File: config.mk
export PLATFORM = sky130hd
export DESIGN_NAME = pc_sequencer_flat
export DESIGN_NICKNAME = d
export VERILOG_FILES = /design/src/rtl/pc_pkg.sv /design/src/rtl/pc_sequencer_if.sv /design/src/rtl/pc_sequencer_next.sv /design/src/rtl/pc_sequencer.sv /design/src/flat_wrapper.sv
export SDC_FILE = /design/constraint.sdc
export NUM_CORES = 1
export LEC_CHECK = 0
export CORE_ASPECT_RATIO = 0.5
export CORE_MARGIN = 2
export CORE_UTILIZATION = 45
export CTS_BUF_LIST = sky130_fd_sc_hd__clkbuf_8
export DETAILED_ROUTE_END_ITERATION = 12
export GPL_TIMING_DRIVEN = 0
export PLACE_DENSITY = 0.74
export SYNTH_ARGS = -nofsm -noshare
export SYNTH_HDL_FRONTEND = slang
export SYNTH_SLANG_ARGS = --single-unit
File: constraint.sdc
create_clock -name clk -period 4.18 [get_ports clk]
set_input_delay 0.836 -clock clk [delete_from_list [all_inputs] [get_ports clk]]
set_output_delay 0.836 -clock clk [all_outputs]
set_load 0.03 [all_outputs]
File: src/rtl/pc_pkg.sv
// Shared picoMIPS program-counter definitions: run-control states and PC defaults.
// Also used by the program ROM and the decoder-side immediate extraction.
package pc_pkg;

  typedef enum logic [1:0] {
    IDLE = 2'd0,
    RUN  = 2'd1,
    HALT = 2'd2
  } pc_state_t;

  localparam int unsigned PC_RESET      = 0;
  localparam int          PSIZE_DEFAULT = 6;

endpackage

File: src/rtl/pc_sequencer_if.sv
// Decoder/wrapper-facing bundle of the PC sequencer: run control in, PC and status out.
// The master side drives start and the decoder PC-control fields.
interface pc_sequencer_if
  import pc_pkg::*;
#(
  parameter int Psize = PSIZE_DEFAULT,
  parameter int CNT_W = 16
);

  logic             start;
  logic             PCincr;
  logic             PCrelbranch;
  logic [Psize-1:0] Branchaddr;
  logic [Psize-1:0] PCout;
  logic             run;
  logic             halted;
  logic [CNT_W-1:0] icount;

  modport master (
    output start, PCincr, PCrelbranch, Branchaddr,
    input  PCout, run, halted, icount
  );

  modport slave (
    input  start, PCincr, PCrelbranch, Branchaddr,
    output PCout, run, halted, icount
  );

endinterface

File: src/rtl/pc_sequencer_next.sv
// Combinational next-PC computation: relative branch beats increment, else hold.
// Also flags branch-to-self (offset zero) and whether an instruction retires.
module pc_next #(
  parameter int Psize = 6
) (
  input  logic [Psize-1:0] i_pc,
  input  logic             i_incr,
  input  logic             i_relbranch,
  input  logic [Psize-1:0] i_offset,
  output logic [Psize-1:0] o_pc_next,
  output logic             o_self_branch,
  output logic             o_retire
);

  // Unsigned add modulo 2^Psize gives the same bits as a signed offset add.
  always_comb begin
    o_pc_next = i_pc;
    if (i_relbranch) begin
      o_pc_next = i_pc + i_offset;
    end else if (i_incr) begin
      o_pc_next = i_pc + Psize'(1);
    end
  end

  assign o_self_branch = i_relbranch && (i_offset == '0);
  assign o_retire      = i_relbranch || i_incr;

endmodule

File: src/rtl/pc_sequencer.sv
// picoMIPS program counter and run control: IDLE/RUN/HALT FSM, PC register and
// saturating retired-instruction counter. Outputs come straight from registers.
module pc_sequencer
  import pc_pkg::*;
#(
  parameter int Psize = PSIZE_DEFAULT,
  parameter int CNT_W = 16
) (
  input  logic           clk,
  input  logic           reset,
  pc_sequencer_if.slave  bus
);

  localparam logic [Psize-1:0] PC_ZERO = Psize'(PC_RESET);
  localparam logic [CNT_W-1:0] CNT_MAX = '1;

  pc_state_t        r_state;
  pc_state_t        w_state_next;
  logic [Psize-1:0] r_pc;
  logic [Psize-1:0] w_pc_next;
  logic [Psize-1:0] w_pc_step;
  logic [CNT_W-1:0] r_icount;
  logic [CNT_W-1:0] w_icount_next;
  logic             w_self_branch;
  logic             w_retire;

  pc_next #(.Psize(Psize)) u_next (
    .i_pc          (r_pc),
    .i_incr        (bus.PCincr),
    .i_relbranch   (bus.PCrelbranch),
    .i_offset      (bus.Branchaddr),
    .o_pc_next     (w_pc_step),
    .o_self_branch (w_self_branch),
    .o_retire      (w_retire)
  );

  always_ff @(posedge clk) begin
    if (reset) begin
      r_state  <= IDLE;
      r_pc     <= PC_ZERO;
      r_icount <= '0;
    end else begin
      r_state  <= w_state_next;
      r_pc     <= w_pc_next;
      r_icount <= w_icount_next;
    end
  end

  always_comb begin
    w_state_next  = r_state;
    w_pc_next     = r_pc;
    w_icount_next = r_icount;
    case (r_state)
      IDLE: begin
        w_pc_next = PC_ZERO;
        if (bus.start) begin
          w_state_next  = RUN;
          w_icount_next = '0;
        end
      end
      RUN: begin
        // Restart overrides whatever the decoder presents this cycle.
        if (bus.start) begin
          w_pc_next     = PC_ZERO;
          w_icount_next = '0;
        end else begin
          w_pc_next = w_pc_step;
          if (w_retire && (r_icount != CNT_MAX)) begin
            w_icount_next = r_icount + CNT_W'(1);
          end
          if (w_self_branch) begin
            w_state_next = HALT;
          end
        end
      end
      HALT: begin
        if (bus.start) begin
          w_state_next  = RUN;
          w_pc_next     = PC_ZERO;
          w_icount_next = '0;
        end
      end
      default: begin
        w_state_next  = IDLE;
        w_pc_next     = PC_ZERO;
        w_icount_next = '0;
      end
    endcase
  end

  assign bus.PCout  = r_pc;
  assign bus.run    = (r_state == RUN);
  assign bus.halted = (r_state == HALT);
  assign bus.icount = r_icount;

endmodule

File: src/flat_wrapper.sv
// flat-port wrapper written by rule: the top's interface ports become plain ports
module pc_sequencer_flat import pc_pkg::*;
#(
  parameter int Psize = PSIZE_DEFAULT,
  parameter int CNT_W = 16
)
  (clk, reset, bus_start, bus_PCincr, bus_PCrelbranch, bus_Branchaddr, bus_PCout, bus_run, bus_halted, bus_icount);
  pc_sequencer_if #(.Psize(Psize), .CNT_W(CNT_W)) bus_i ();
  input  logic clk;
  input  logic reset;
  input wire logic [$bits(bus_i.start)-1:0] bus_start;
  input wire logic [$bits(bus_i.PCincr)-1:0] bus_PCincr;
  input wire logic [$bits(bus_i.PCrelbranch)-1:0] bus_PCrelbranch;
  input wire logic [$bits(bus_i.Branchaddr)-1:0] bus_Branchaddr;
  output wire logic [$bits(bus_i.PCout)-1:0] bus_PCout;
  output wire logic [$bits(bus_i.run)-1:0] bus_run;
  output wire logic [$bits(bus_i.halted)-1:0] bus_halted;
  output wire logic [$bits(bus_i.icount)-1:0] bus_icount;
  assign bus_i.start = bus_start;
  assign bus_i.PCincr = bus_PCincr;
  assign bus_i.PCrelbranch = bus_PCrelbranch;
  assign bus_i.Branchaddr = bus_Branchaddr;
  assign bus_PCout = bus_i.PCout;
  assign bus_run = bus_i.run;
  assign bus_halted = bus_i.halted;
  assign bus_icount = bus_i.icount;
  pc_sequencer #(.Psize(Psize), .CNT_W(CNT_W)) u_core (.clk(clk), .reset(reset), .bus(bus_i));
endmodule
==> results of run 1 <==
==> cell families after synthesis <==
logic type      Yosys count  share of synthesized area (%)
flops                    24                           33.4
simple gates             62                           25.8
buf+inv                   7                           3.57
fa+ha+maj                 7                           6.61
compound gates           46                           23.3
xor+xnor                 12                           7.30
==> final timing paths <==
path	start	to	slack, ns	cells after the start
worst min-delay path	u_core.bus.PCout[2]	u_core.bus.PCout[2]	0.48	2
worst max register to register	u_core.r_state[0]	u_core.bus.PCout[5]	2.41	5
worst max-delay path	bus_PCrelbranch	u_core.bus.PCout[5]	1.42	8
worst min register to register	u_core.bus.PCout[2]	u_core.bus.PCout[2]	0.48	2
==> state kept, by name, indices dropped and copies added, names as in the netlist <==
register and cells:
u_core.r_state 2, u_core.bus.icount 16, u_core.bus.PCout 6
==> worst max-delay path: cells and delay by family <==
kind	cells	cell delay, ns
buf+inv	1	0.63
simple gates	1	0.23
compound gates	5	0.96
fa+ha+maj	1	0.26
==> cells in the final DEF (no fill, tap or decap), types with 5 or more instances in the layout <==
master / Yosys / routed
xor2_1: 10 / 10
ha_1: 6 / 6
nand3_1: 7 / 7
or3_1: 5 / 5
o21ai_0: 7 / 7
dfxtp_1: 24 / 24
nand2_1: 7 / 7
nor2_1: 16 / 16
clkdlybuf4s50_1: 0 / 33
a21oi_1: 11 / 11
==> area by class of cell <==
cell class / instances / area share [%]
multi-input combinational: 127 / 48.8
tap: 40 / 2.69
inverter: 2 / 0.403
timing repair buffer: 33 / 17.8
sequential: 24 / 25.8
buffer: 5 / 2.35
clock buffer: 3 / 2.22
==> power by group through the flow <==
stage	clock network (mW)	registers, mW	logic [mW]
after floorplan	0	0.243	0.0306
after global placement	0	0.239	0.0551
after detailed placement	0	0.239	0.0559
after CTS	0.141	0.234	0.0561
after global routing	0.148	0.235	0.0615
final	0.139	0.234	0.0559
==> metal layers <==
layer	up-vias	global-route usage [%]
met4	0	3.87
met5	-	0
met1	618	21.9
met3	4	4.95
li1	665	-
met2	22	31.2
==> per-stage QoR <==
stage                     std cells  instance area, sq um  util, %  hold slack, ns  total power [mW]
after CTS                       234                  1860     61.4           0.476             0.432
after floorplan                 158                  1440        -           0.527             0.273
final                           234                  1860     61.4           0.476             0.429
after global placement          231                  1820     60.0           0.463             0.294
after detailed placement        231                  1820     60.0           0.465             0.295
after global routing            234                  1860     61.4           0.521             0.444
==> impl_metrics.tcl, run 1 <==
set metrics [dict create \
    run_status "completed" \
    dieArea_sq_um 3690 \
    synth.most_common_cell "dfxtp_1" \
    p_sw_mw 0.106 \
    fin_crit_sh_pct 66.1 \
    peakVddDrop_mv 0.130 \
    endpoint_kind "flop" \
    cts_buffer_depth 2 \
    max_slew_margin_pct 69.6 \
    first_global_vias 1172 \
    synth_seq_area_share_pct 33.4 \
    top_layer "met4" \
    synth_commonest_cells "dfxtp_1 (24), nor2_1 (16), a21oi_1 (11)" \
    yosysTopAreaCellShare_pct 33.4 \
    rows 14 \
    cts_tree "done" \
    drtAntennaViolNets 0 \
    antenna_cells 0 \
    grtUsageTotal_pct 17.6 \
    numCtsBuffers 3 \
    synthTopCellsByArea "dfxtp_1 (33%), xor2_1 (6.1%), ha_1 (5.2%), nor2_1 (4.2%), a21oi_1 (3.8%)" \
    path_cells "clkdlybuf4s50_1, and2_1, ha_1, a211oi_1, o21bai_1, a221o_1, o311ai_0, o211ai_1" \
    worstPathRequired_ns 4.32 \
    power.share.clock_pct 32.3 \
    power.density_nw_per_um2 230 \
    die-width_um 84.0 \
    via_count 1309 \
    clkTransAtPathRegs_ns 0.09 \
    cts.sinks 24 \
    portBuffers 33 \
    route.met2.wl_um 1380 \
    p_leak_nw 0.673 \
    seqPwrFrac_pct 54.6 \
    async_reset_ff_share_pct 0 \
    pwr-share-comb_pct 13.0 \
    setup_viol 0 \
    yosysTopAreaCell "dfxtp_1" \
    finalHoldViolations 0 \
    mappedNetlistNets 176 \
    postLayoutSetupSlackWorst_ns 1.42 \
    ys_ff_latch 24 \
    holdBufCountCts 0 \
    cts_setup_buffers 0 \
    cts-resized-gates 0 \
    grt_pass1_wl_um 5130 \
    synthCells 158 \
    htreeDepth 1 \
    drive_above_1_share_pct 10.3 \
    nFillCells 282 \
    grt_max_degree 13 \
    wl_met3_um 127 \
    grt_overflow 0 \
    pin_count 35 \
    critPathMaxStageDelay_ns 0.63 \
    wire_per_inst_um 13.0 \
    core_area_sq_um 3030 \
    hpwl_um 2280 \
    crit_arrival_ns 2.91 \
    fin_crit_ns 2.76 \
    cts-root-buf "clkbuf_8" \
    nets 214 \
    crit_type "input port to flop" \
    maxSlewViolCount 0 \
    antenna_found_initial 0 \
    switching_share_pct 24.8 \
    skew_ns 0.00335 \
    cp_max_fo 9 \
    route.detailed.drc 0 \
    maxCapViolCount 0 \
    grt_setup_unrepaired "no" \
    multi_input_area_sq_um 907 \
    clk_latency_ns 0.27 \
    synth_ff_type "dfxtp_1" \
    place.gp.congestion 0.841 \
    areaGrowthSynthToFinish_pct 29.3 \
    ys_types 47 \
    regArea_sq_um 480 \
    place_ws_ns 1.12 \
    routed_wl_um 3030 \
    fmax_ghz 0.362 \
    die_h_um 44.0 \
    syn_avg_cell_area_sq_um 9.11 \
    min_path_type "flop to flop" \
    first_pass_iters 5 \
    cpMaxStageDelayCell "clkdlybuf4s50_1" \
    internal-power_mw 0.322 \
    synth-edff-count 0 \
    yosys_warnings 0 \
    synthesis.area_sq_um 1440 \
    via_per_inst 5.59 \
    dr.first_iter.drc_count 42 \
    setup_tns_ns 0 \
    start_kind "input port" \
    wl_met1_um 1500 \
    tightestPinTransition_ns 0.455 \
    initial_utilization_pct 47.5 \
]
Note: power is estimated with default switching activity, not from simulation.
==> run 2, diff against run 1 <==
--- a/config.mk
+++ b/config.mk
@@ -11,7 +11,7 @@
 export CTS_BUF_LIST = sky130_fd_sc_hd__clkbuf_8
 export DETAILED_ROUTE_END_ITERATION = 12
 export GPL_TIMING_DRIVEN = 0
-export PLACE_DENSITY = 0.74
+export PLACE_DENSITY = 0.77
 export SYNTH_ARGS = -nofsm -noshare
 export SYNTH_HDL_FRONTEND = slang
 export SYNTH_SLANG_ARGS = --single-unit
==> constraint.sdc (replaced) <==
create_clock -name clk -period 2.42 [get_ports clk]
set_input_delay 0.484 -clock clk [delete_from_list [all_inputs] [get_ports clk]]
set_output_delay 0.484 -clock clk [all_outputs]
set_load 0.03 [all_outputs]
==> run 2 against run 1 <==
Net effect: clock skew rose by 0.0038 ns; hold slack worse by 0.037 ns; total power is 82% higher; sequential share of layout area is 0.22 points lower; global-route usage is 0.83 points higher; clock-buffer cell count up 1; non-clock buffer count stayed put; via count down 1.5%; die area unchanged; clock power up 100%; core utilization is 0.54 points higher; combinational power up 72%; critical endpoint is now bus_halted.
==> impl_metrics.tcl, run 2 (synthesized netlist as in run 1, its figures left out) <==
set metrics [dict create \
    run_status "completed" \
    drtAntennaViolNets 0 \
    die-width_um 84.0 \
    cts.sinks 24 \
    nets 214 \
    via_per_inst 5.49 \
    htreeDepth 1 \
    largest_reg_flops 16 \
    hpwl_um 2280 \
    initial_utilization_pct 47.5 \
    grt_setup_unrepaired "no" \
    fin_crit_ns 2.23 \
    pin_count 35 \
    multi_input_area_sq_um 907 \
    maxSlewViolCount 0 \
    p_leak_nw 0.690 \
    cpMaxStageDelayCell "clkdlybuf4s50_1" \
    cts-root-buf "clkbuf_8" \
    cts_buffer_depth 2 \
    die_h_um 44.0 \
    drive_above_1_share_pct 10.8 \
    critPathMaxStageDelay_ns 0.73 \
    grt_overflow 0 \
    cts_tree "done" \
    wire_per_inst_um 13.0 \
    first_global_vias 1174 \
    fmax_ghz 0.448 \
    finalHoldViolations 0 \
    grt_pass1_wl_um 5420 \
    path_cells "nor2b_1, clkdlybuf4s50_1" \
    setup_viol 0 \
    place.gp.congestion 0.791 \
    power.density_nw_per_um2 415 \
    final_cell_mix "clkdlybuf4s50_1 (32), dfxtp_1 (24), nor2_1 (16)" \
    grtUsageTotal_pct 18.4 \
    max_slew_margin_pct 68.5 \
    antenna_cells 0 \
    core_area_sq_um 3030 \
    portBuffers 33 \
    worstPathRequired_ns 1.94 \
    areaGrowthSynthToFinish_pct 30.4 \
    fin_crit_sh_pct 92.3 \
    final_common_cell "clkdlybuf4s50_1" \
    place_ws_ns -0.274 \
    peakVddDrop_mv 0.209 \
    nFillCells 283 \
    postLayoutSetupSlackWorst_ns 0.187 \
    holdBufCountCts 0 \
    skew_ns 0.00718 \
    numCtsBuffers 3 \
    antenna_found_initial 0 \
    regArea_sq_um 480 \
    tightestPinTransition_ns 0.471 \
    rows 14 \
    route.detailed.drc 0 \
    clk_latency_ns 0.27 \
    dp_cells 231 \
    via_count 1289 \
    stdcell_count 235 \
    clkTransAtPathRegs_ns 0.09 \
    cp_num_buf_inv 1 \
    maxCapViolCount 0 \
    crit_type "flop to output pin" \
    start_kind "flop" \
    endpoint_kind "output pin" \
    grt_max_degree 14 \
    dr.first_iter.drc_count 44 \
    cp_top_family "buffers and inverters" \
    dieArea_sq_um 3690 \
    min_path_type "input port to flop" \
    first_pass_iters 4 \
    cp_max_fo 7 \
    crit_arrival_ns 1.75 \
    routed_wl_um 3050 \
]
-- run 2: worst paths after layout --
check / cells after the start / slack (ns) / end / from
setup / recovery: 2 / 0.19 / bus_halted / u_core.r_state[1]
hold / removal: 2 / 0.44 / u_core.r_state[1] / bus_start
setup reg to reg: 7 / 0.65 / u_core.bus.PCout[4] / u_core.bus.PCout[0]
hold reg to reg: 2 / 0.49 / u_core.bus.PCout[2] / u_core.bus.PCout[2]
-- run 2: worst register-to-register path, delay by kind of cell (launching register included) --
kind                     cells  cell delay (ns)
AO/OA/AOI/OAI                3             0.51
XOR/XNOR                     1             0.09
adder cells (fa/ha/maj)      2             0.66
flip-flops                   1             0.34
AND/OR/NAND/NOR              1             0.06
-- run 2: report_power, final --
part	total, mW	switching [mW]	leakage, nW	internal (mW)
Combinational	0.0963	0.0507	0.467	0.0456
Sequential	0.404	0.00529	0.194	0.399
Clock	0.279	0.133	0.0288	0.146
Total	0.779	0.189	0.690	0.590
-- run 2: layout make-up --
type                            instances  share of cell area, %
Timing Repair Buffer                   33                   17.7
Inverter                                2                  0.400
Clock buffer                            4                   2.93
Tap cell                               40                   2.67
Sequential cell                        24                   25.6
Buffer                                  5                   2.33
Multi-Input combinational cell        127                   48.3
-- run 2: metal layers --
| metal | part of all wire, % | GRT usage (%) | wire [um] |
|---|---|---|---|
| met2 | 44 | 29.6 | 1360 |
| met5 | 0 | 0 | 0 |
| met4 | 0.36 | 3.87 | 11 |
| met3 | 4.2 | 4.95 | 127 |
| met1 | 51 | 25.4 | 1560 |
-- run 2: repair_timing --
item,4_1_cts,5_1_grt
setup buffers,0,0
gates resized for setup,0,1
setup endpoints to repair,0,2
-- run 2: through the flow --
step                      utilization, %  area (sq um)  TNS, ns  hold slack [ns]  total power, mW
after global placement              60.0          1820   -0.453            0.468            0.508
after floorplan                        -          1440        0            0.527            0.472
after detailed placement            60.0          1820   -0.526            0.475            0.510
final                               61.9          1880        0            0.439            0.779
after global routing                61.9          1880        0            0.449            0.811
after CTS                           61.8          1870        0            0.436            0.789
